==> src/rtl/clause_scan_controller.sv <==
// Sweeps the static clause memory once per request, handing each row slice to the
// clause evaluator over valid/ready and folding per-row verdicts into one result.
module clause_scan_controller #(
  parameter int NUM_ROWS  = 4,
  parameter int PTR_BITS  = 2,
  parameter int PASS_BITS = 4
) (
  input  logic                 clk,
  input  logic                 reset,
  input  logic                 start,
  input  logic                 abort,
  input  logic                 eval_ready,
  input  logic                 row_sat,
  input  logic                 row_conflict,
  output logic [PTR_BITS-1:0]  row_ptr,
  output logic                 slice_valid,
  output logic                 last_row,
  output logic                 busy,
  output logic                 done,
  output logic                 result_sat,
  output logic                 result_conflict,
  output logic [PASS_BITS-1:0] pass_count
);

  typedef enum logic [1:0] {
    ST_IDLE = 2'd0,
    ST_SCAN = 2'd1,
    ST_DONE = 2'd2
  } state_t;

  localparam logic [PTR_BITS-1:0]  LAST_PTR = PTR_BITS'(NUM_ROWS - 1);
  localparam logic [PASS_BITS-1:0] PASS_MAX = {PASS_BITS{1'b1}};

  state_t               state_r, state_s;
  logic [PTR_BITS-1:0]  row_ptr_r, row_ptr_s;
  logic                 slice_valid_r, slice_valid_s;
  logic                 busy_r, busy_s;
  logic                 done_r, done_s;
  logic                 result_sat_r, result_sat_s;
  logic                 result_conflict_r, result_conflict_s;
  logic [PASS_BITS-1:0] pass_count_r, pass_count_s;
  logic                 accept_s;
  logic                 acc_sat_s;
  logic                 acc_conflict_s;
  logic                 ptr_is_last_s;

  assign accept_s       = slice_valid_r & eval_ready;
  assign acc_sat_s      = result_sat_r & row_sat;
  assign acc_conflict_s = result_conflict_r | row_conflict;
  assign ptr_is_last_s  = (row_ptr_r == LAST_PTR);

  // Next-state and next-output decode for the scan sequencer
  always_comb begin
    state_s           = state_r;
    row_ptr_s         = row_ptr_r;
    slice_valid_s     = 1'b0;
    busy_s            = 1'b0;
    done_s            = 1'b0;
    result_sat_s      = result_sat_r;
    result_conflict_s = result_conflict_r;
    pass_count_s      = pass_count_r;
    case (state_r)
      ST_IDLE, ST_DONE: begin
        row_ptr_s = {PTR_BITS{1'b0}};
        if (start) begin
          // Sat accumulator seeds to 1 so the AND-fold starts neutral
          state_s           = ST_SCAN;
          slice_valid_s     = 1'b1;
          busy_s            = 1'b1;
          result_sat_s      = 1'b1;
          result_conflict_s = 1'b0;
        end else begin
          state_s = ST_IDLE;
        end
      end
      ST_SCAN: begin
        if (abort) begin
          // Abort wins over a same-cycle accept; that verdict is dropped
          state_s           = ST_IDLE;
          row_ptr_s         = {PTR_BITS{1'b0}};
          result_sat_s      = 1'b0;
          result_conflict_s = 1'b0;
        end else if (accept_s) begin
          if (row_conflict || ptr_is_last_s) begin
            state_s           = ST_DONE;
            row_ptr_s         = {PTR_BITS{1'b0}};
            done_s            = 1'b1;
            result_sat_s      = acc_sat_s & ~acc_conflict_s;
            result_conflict_s = acc_conflict_s;
            if (pass_count_r != PASS_MAX) begin
              pass_count_s = pass_count_r + {{(PASS_BITS-1){1'b0}}, 1'b1};
            end else begin
              pass_count_s = pass_count_r;
            end
          end else begin
            row_ptr_s         = row_ptr_r + {{(PTR_BITS-1){1'b0}}, 1'b1};
            slice_valid_s     = 1'b1;
            busy_s            = 1'b1;
            result_sat_s      = acc_sat_s;
            result_conflict_s = acc_conflict_s;
          end
        end else begin
          slice_valid_s = 1'b1;
          busy_s        = 1'b1;
        end
      end
      default: begin
        state_s           = ST_IDLE;
        row_ptr_s         = {PTR_BITS{1'b0}};
        result_sat_s      = 1'b0;
        result_conflict_s = 1'b0;
      end
    endcase
  end

  // State and registered-output update
  always_ff @(posedge clk or negedge reset) begin
    if (!reset) begin
      state_r           <= ST_IDLE;
      row_ptr_r         <= {PTR_BITS{1'b0}};
      slice_valid_r     <= 1'b0;
      busy_r            <= 1'b0;
      done_r            <= 1'b0;
      result_sat_r      <= 1'b0;
      result_conflict_r <= 1'b0;
      pass_count_r      <= {PASS_BITS{1'b0}};
    end else begin
      state_r           <= state_s;
      row_ptr_r         <= row_ptr_s;
      slice_valid_r     <= slice_valid_s;
      busy_r            <= busy_s;
      done_r            <= done_s;
      result_sat_r      <= result_sat_s;
      result_conflict_r <= result_conflict_s;
      pass_count_r      <= pass_count_s;
    end
  end

  assign row_ptr         = row_ptr_r;
  assign slice_valid     = slice_valid_r;
  assign last_row        = slice_valid_r & ptr_is_last_s;
  assign busy            = busy_r;
  assign done            = done_r;
  assign result_sat      = result_sat_r;
  assign result_conflict = result_conflict_r;
  assign pass_count      = pass_count_r;

endmodule

==> config.mk <==
export PLATFORM = sky130hd
export DESIGN_NAME = clause_scan_controller
export DESIGN_NICKNAME = d
export VERILOG_FILES = /design/src/rtl/clause_scan_controller.sv
export SDC_FILE = /design/constraint.sdc
export NUM_CORES = 1
export LEC_CHECK = 0
export CAP_MARGIN = 20
export CORE_MARGIN = 4
export CORE_UTILIZATION = 43
export CTS_CLUSTER_DIAMETER = 40
export DETAILED_ROUTE_END_ITERATION = 6
export PLACE_DENSITY = 0.75
export SYNTH_ARGS = -nofsm -noshare
export SYNTH_HDL_FRONTEND = slang
export SYNTH_SLANG_ARGS = --single-unit
==> constraint.sdc <==
create_clock -name clk -period 2 [get_ports clk]
set_clock_uncertainty 0.15 [all_clocks]
set_input_delay 0.4 -clock clk [delete_from_list [all_inputs] [get_ports clk]]
set_output_delay 0.4 -clock clk [all_outputs]
set_load 0.1 [all_outputs]
==> results of run 1 <==
worst max-delay path, delay by kind of cell (launching register included):
family	cells	cell delay [ns]
buffers and inverters	1	0.16
AND/OR/NAND/NOR	1	0.21
flip-flops	1	0.44
adder cells (fa/ha/maj)	1	0.26
state kept, by name, summed over array words and instances, names as in the netlist:
| register | flops |
|---|---|
| done | 1 |
| result_conflict | 1 |
| result_sat | 1 |
| state_r | 2 |
| pass_count | 4 |
| busy | 1 |
| row_ptr | 2 |
power breakdown:
group          internal (mW)  switching (mW)
combinational          0.190           0.341
sequential             0.284          0.0675
clock                 0.0771          0.0738
worst max path at each step:
stage	endpoint	slack, ns	start
after floorplan	last_row	-0.03	row_ptr[0]$_DFFE_PN0P_
after global placement	pass_count[1]$_DFFE_PN0P_	-0.06	abort
after detailed placement	pass_count[3]$_DFFE_PN0P_	-0.12	abort
after CTS	last_row	0.10	row_ptr[0]$_DFFE_PN0P_
after global routing	last_row	0.05	row_ptr[0]$_DFFE_PN0P_
final	last_row	0.11	row_ptr[0]$_DFFE_PN0P_
cell type report:
class	instances	share of cell area (%)
Clock buffer	4	2.74
Inverter	3	1.17
Multi-Input combinational cell	36	27.8
Sequential cell	12	31.9
Tap cell	15	1.96
Timing Repair Buffer	22	34.4
logic make-up after synthesis:
| logic type | after synthesis | synth area share [%] |
|---|---|---|
| buffers and inverters | 5 | 5.04 |
| DFF | 12 | 50.4 |
| and+or+nand+nor | 21 | 22.1 |
| muxes | 2 | 3.78 |
| AOI/OAI and AO/OA | 8 | 10.1 |
| adders and majority gates | 2 | 4.20 |
| xor gates and xnor gates | 3 | 4.41 |
routing by layer:
layer | vias to the layer above | global-route usage, % | routed length [um]
met4 | 0 | 7.02 | 21
met2 | 9 | 25.4 | 638
li1 | 233 | - | -
met1 | 223 | 18.6 | 533
met5 | - | 0 | 0
met3 | 4 | 3.98 | 48
synth_stat cells (all sizes together):
library cell,instances
a21oi,1
a31oi,2
and2,1
and3,1
buf,2
dfrtp,12
ha,2
inv,3
mux2,2
nand2,5
nand2b,1
nand3,3
nor2,6
nor3,2
nor4,1
o211ai,1
o21ai,3
o22ai,1
or3b,1
xor2,3
stage by stage:
step           power, mW  util [%]  cells
2_1_floorplan      0.668         -     53
3_3_place_gp       0.880      71.7     88
3_5_place_dp       0.891      71.7     88
4_1_cts             1.04      73.8     92
5_1_grt             1.08      73.8     92
6_report            1.03      73.8     92
==> metrics, run 1 <==
number of antenna violations at the first check in global routing=0; Chip Width=45.2 um; Synth Area per Inst=11.2 um2; R2R setup slack=0.29 ns; Routed wire per std cell=13.5 um; synthesized cell area=596 um2; min-delay worst type=in -> async; All-Layer GR Usage=15.4%; Static Leakage=0.421 nW; number of cells traversed by the worst register-to-register path=4; Critical Path AT=1.34 ns; Seq. cell area=307 um2; transition time at the pin with the least slew margin=0.529 ns; number of nets in the final layout=87; multi-input combinational cell area=267 um2; Hold WS=0.328 ns; I/O pin count=19; total number of H-tree levels=1; Post-Route Setup TNS=0 ns; via count normalized by instance count=5.10; number of distinct standard cells referenced by the synthesized netlist=22; run status=finished, final reports clean; commonest non-fill, non-tap cell in the layout=sky130_fd_sc_hd__buf_12; initial standard-cell utilization of the core=45.8%; Antenna Diode Count=0; placed standard-cell area=933 um2; P&R area growth vs syn=61.1%; Final Hold Violating Endpoints=0; count of unresolved DRC violations after routing=0; count of hold-fix buffers inserted at cts=0; Vert. Die Dim=45.2 um; number of global-route vias before repair=486; pre-CTS worst setup slack=-0.117 ns; most frequent cells in the layout=sky130_fd_sc_hd__buf_12 (12), sky130_fd_sc_hd__dfrtp_1 (7), sky130_fd_sc_hd__nor2_1 (6), sky130_fd_sc_hd__clkdlybuf4s50_1 (6); master cell of the clock root buffer=sky130_fd_sc_hd__clkbuf_4; CP Launch Type=flip-flop; Rows=13; worst vdd ir=0.00119 V; upper clock frequency limit=530 MHz; TritonCTS clock tree=done; final setup margin=0.115 ns; clock slew seen by the registers of the worst setup and hold paths=0.07 ns; routed wire length=1240 um; clock sinks=12; CP max stage cell=sky130_fd_sc_hd__dfrtp_2; worst rel slew slack=64.7%; share of Yosys cell area claimed by the top area cell type=50.4%; number of failing setup endpoints in the final timing report=0; final design instance area without fill=960 um2; Final Cycle Share=94.3%; worst r2r dst=pass_count[1]$_DFFE_PN0P_; maximum cell stage delay along the critical path=0.44 ns; maximum number of pins on one net before global-route repair=13; area of the core=1300 um2; iteration-0 DRC count of the detailed router=6; power density over the cells=1080 nW/um2; Total Die Area=2040 um2; Critical Path RT=1.45 ns; reg-to-reg critical path startpoint=row_ptr[0]$_DFFE_PN0P_; cell type with the largest total area after synthesis=sky130_fd_sc_hd__dfrtp_1; CTS Buffer Depth=2; clock latency on the worst-skew pair=0.27 ns; overflow left after global routing=0; final weighted congestion in routability-driven placement=0.787; share of synthesized area occupied by flip-flops and latches=50.4%; fraction of final layout cells with drive strength greater than 1=37.7%; #FFs+latches synth=12; sort of element at the end of the critical path=output port; count of buffers from port buffering=18; synth warn=0; crit-path cells=ha_1 -> and2_2 -> buf_12; TritonCTS Buffers=3; cell count after synthesis=53; type of the worst setup path=reg -> out; post-layout minimum cycle time=1.89 ns; number of setup buffers added after CTS=0; total count of max-transition violations in the final report=0; syn nets=62; wire length of the first global-routing pass=2220 um; critical path fanouts, max=3; count of max-cap constraint violations=0; setup repair after global routing missed its margin=no; First-pass DRT Iterations=4; filler cell count in the final layout=91; via total after detailed routing=469; number of gates resized after CTS=0; top post-synthesis cells by area=sky130_fd_sc_hd__dfrtp_1 (50%), sky130_fd_sc_hd__xor2_1 (4.4%), sky130_fd_sc_hd__ha_1 (4.2%), sky130_fd_sc_hd__mux2_1 (3.8%), sky130_fd_sc_hd__nor2_1 (3.8%); Post-DRT Antenna Nets=0; HPWL Detailed=1030 um
(Power assumes the default switching activity.)
==> run 2: changes to the inputs <==
Settings changed: CTS_CLUSTER_DIAMETER 40 to unset.
==> results of run 2 <==
No change in the layout: final DEF, timing and power equal those of run 1.
==> run 3: changes to the inputs <==
Clock period 2 ns to 2.1 ns, I/O delays scaled along.
==> metrics, run 3 (synthesized netlist as in run 1, its figures left out) <==
I/O pin count=19; number of flip-flops in the largest register=4; Final Cycle Share=91.6%; maximum number of pins on one net before global-route repair=13; HPWL Detailed=982 um; Net Switching=0.456 mW; number of setup buffers added after CTS=0; CTS Buffer Depth=2; total number of H-tree levels=1; Final Hold Violating Endpoints=0; filler cell count in the final layout=93; number of global-route vias before repair=432; # placed instances=87; setup repair after global routing missed its margin=no; Rows=13; CP Launch Type=flip-flop; area of the core=1300 um2; number of antenna violations at the first check in global routing=0; critical path fanouts, max=3; post-layout minimum cycle time=1.92 ns; Pint=0.521 mW; met2 WL post-DR=572 um; final core utilization=71.3%; amount of wire on met3 after detailed routing=80 um; Vert. Die Dim=45.2 um; share of total power in combinational logic=51.0%; Seq pwr share=34.0%; wl on met1=543 um; Routed wire per std cell=13.3 um; count of buffers from port buffering=18; count of unresolved DRC violations after routing=0; commonest non-fill, non-tap cell in the layout=sky130_fd_sc_hd__buf_12; topmost layer with routed signal wires=met4; clock network fraction of design power=15.0%; sort of element at the end of the critical path=output port; run status=finished, final reports clean; via total after detailed routing=468; pre-CTS worst setup slack=-0.0245 ns; via count normalized by instance count=5.14; clock slew seen by the registers of the worst setup and hold paths=0.07 ns; number of failing setup endpoints in the final timing report=0; wire length of the first global-routing pass=2010 um; Post-Route Setup TNS=0 ns; overflow left after global routing=0; master cell of the clock root buffer=sky130_fd_sc_hd__clkbuf_4; Critical Path RT=1.53 ns; P&R area growth vs syn=55.7%; number of nets in the final layout=86; total count of max-transition violations in the final report=0; Sw Ratio=46.6%; Antenna Diode Count=0; worst vdd ir=0.00108 V; Post-DRT Antenna Nets=0; min-delay worst type=in -> async; First-pass DRT Iterations=4; type of the worst setup path=reg -> out; number of gates resized after CTS=0; upper clock frequency limit=520 MHz; Critical Path AT=1.35 ns; non-filler cells, final=91; transition time at the pin with the least slew margin=0.555 ns; routed wire length=1210 um; TritonCTS clock tree=done; clock latency on the worst-skew pair=0.27 ns; final setup margin=0.176 ns; Chip Width=45.2 um; Static Leakage=0.411 nW; most frequent cells in the layout=sky130_fd_sc_hd__buf_12 (10), sky130_fd_sc_hd__dfrtp_1 (7), sky130_fd_sc_hd__nor2_1 (6), sky130_fd_sc_hd__clkdlybuf4s50_1 (6); power density over the cells=1050 nW/um2; clock sinks=12; Total Die Area=2040 um2; initial standard-cell utilization of the core=45.8%; fraction of final layout cells with drive strength greater than 1=36.8%; count of hold-fix buffers inserted at cts=0; final weighted congestion in routability-driven placement=0.799; worst rel slew slack=62.9%; iteration-0 DRC count of the detailed router=13; All-Layer GR Usage=13.8%; TritonCTS Buffers=3; count of max-cap constraint violations=0
==> run 3: cell count changes in the layout (fill, tap and decap cells not counted), sizes merged <==
| cell | change |
|---|---|
| buf | -1 |
==> run 3: routing by layer <==
layer	GRT usage, %	up-vias
met1	19.4	223
met2	18.9	13
li1	-	230
met4	7.02	0
met5	0	-
met3	3.98	2
==> run 3: cell type report <==
cell class | count | area [um2] | share of cell area (%)
Clock buffer | 4 | 26.3 | 2.83
Tap cell | 15 | 18.8 | 2.02
Timing Repair Buffer | 21 | 298 | 32.1
Sequential cell | 12 | 307 | 33.1
Inverter | 3 | 11.3 | 1.21
Multi-Input combinational cell | 36 | 267 | 28.7
==> run 3: critical path: stages, from the launching register on <==
cell and delay [ns]:
sky130_fd_sc_hd__dfrtp_2 0.45, sky130_fd_sc_hd__ha_1 0.27, sky130_fd_sc_hd__and2_2 0.21, sky130_fd_sc_hd__buf_12 0.16
==> run 3: through the flow <==
| stage | power (mW) | hold WS, ns | instance area, um2 |
|---|---|---|---|
| 2_1_floorplan | 0.636 | -0.0256 | 603 |
| 3_3_place_gp | 0.835 | 0.375 | 901 |
| 3_5_place_dp | 0.840 | 0.375 | 901 |
| 4_1_cts | 0.988 | 0.367 | 927 |
| 5_1_grt | 1.02 | 0.369 | 927 |
| 6_report | 0.977 | 0.360 | 927 |
==> run 3: worst paths after layout <==
check / depth (start not counted) / endpoint / start / slack (ns)
hold / removal: 1 / result_sat$_DFFE_PN0P_ / reset / 0.36
setup / recovery: 3 / last_row / row_ptr[0]$_DFFE_PN0P_ / 0.18
hold reg to reg: 1 / pass_count[0]$_DFFE_PN0P_ / pass_count[0]$_DFFE_PN0P_ / 0.38
setup reg to reg: 4 / pass_count[2]$_DFFE_PN0P_ / row_ptr[0]$_DFFE_PN0P_ / 0.36
min in group clk: 1 / pass_count[0]$_DFFE_PN0P_ / pass_count[0]$_DFFE_PN0P_ / 0.38
max in group asynchronous: 1 / pass_count[1]$_DFFE_PN0P_ / reset / 1.04
==> run 3: power groups by stage <==
stage / logic (mW) / registers (mW) / clock network (mW)
final: 0.499 / 0.333 / 0.146
after global routing: 0.516 / 0.341 / 0.167
after CTS: 0.503 / 0.334 / 0.151
after detailed placement: 0.502 / 0.338 / 0
after global placement: 0.500 / 0.335 / 0
after floorplan: 0.0944 / 0.542 / 0
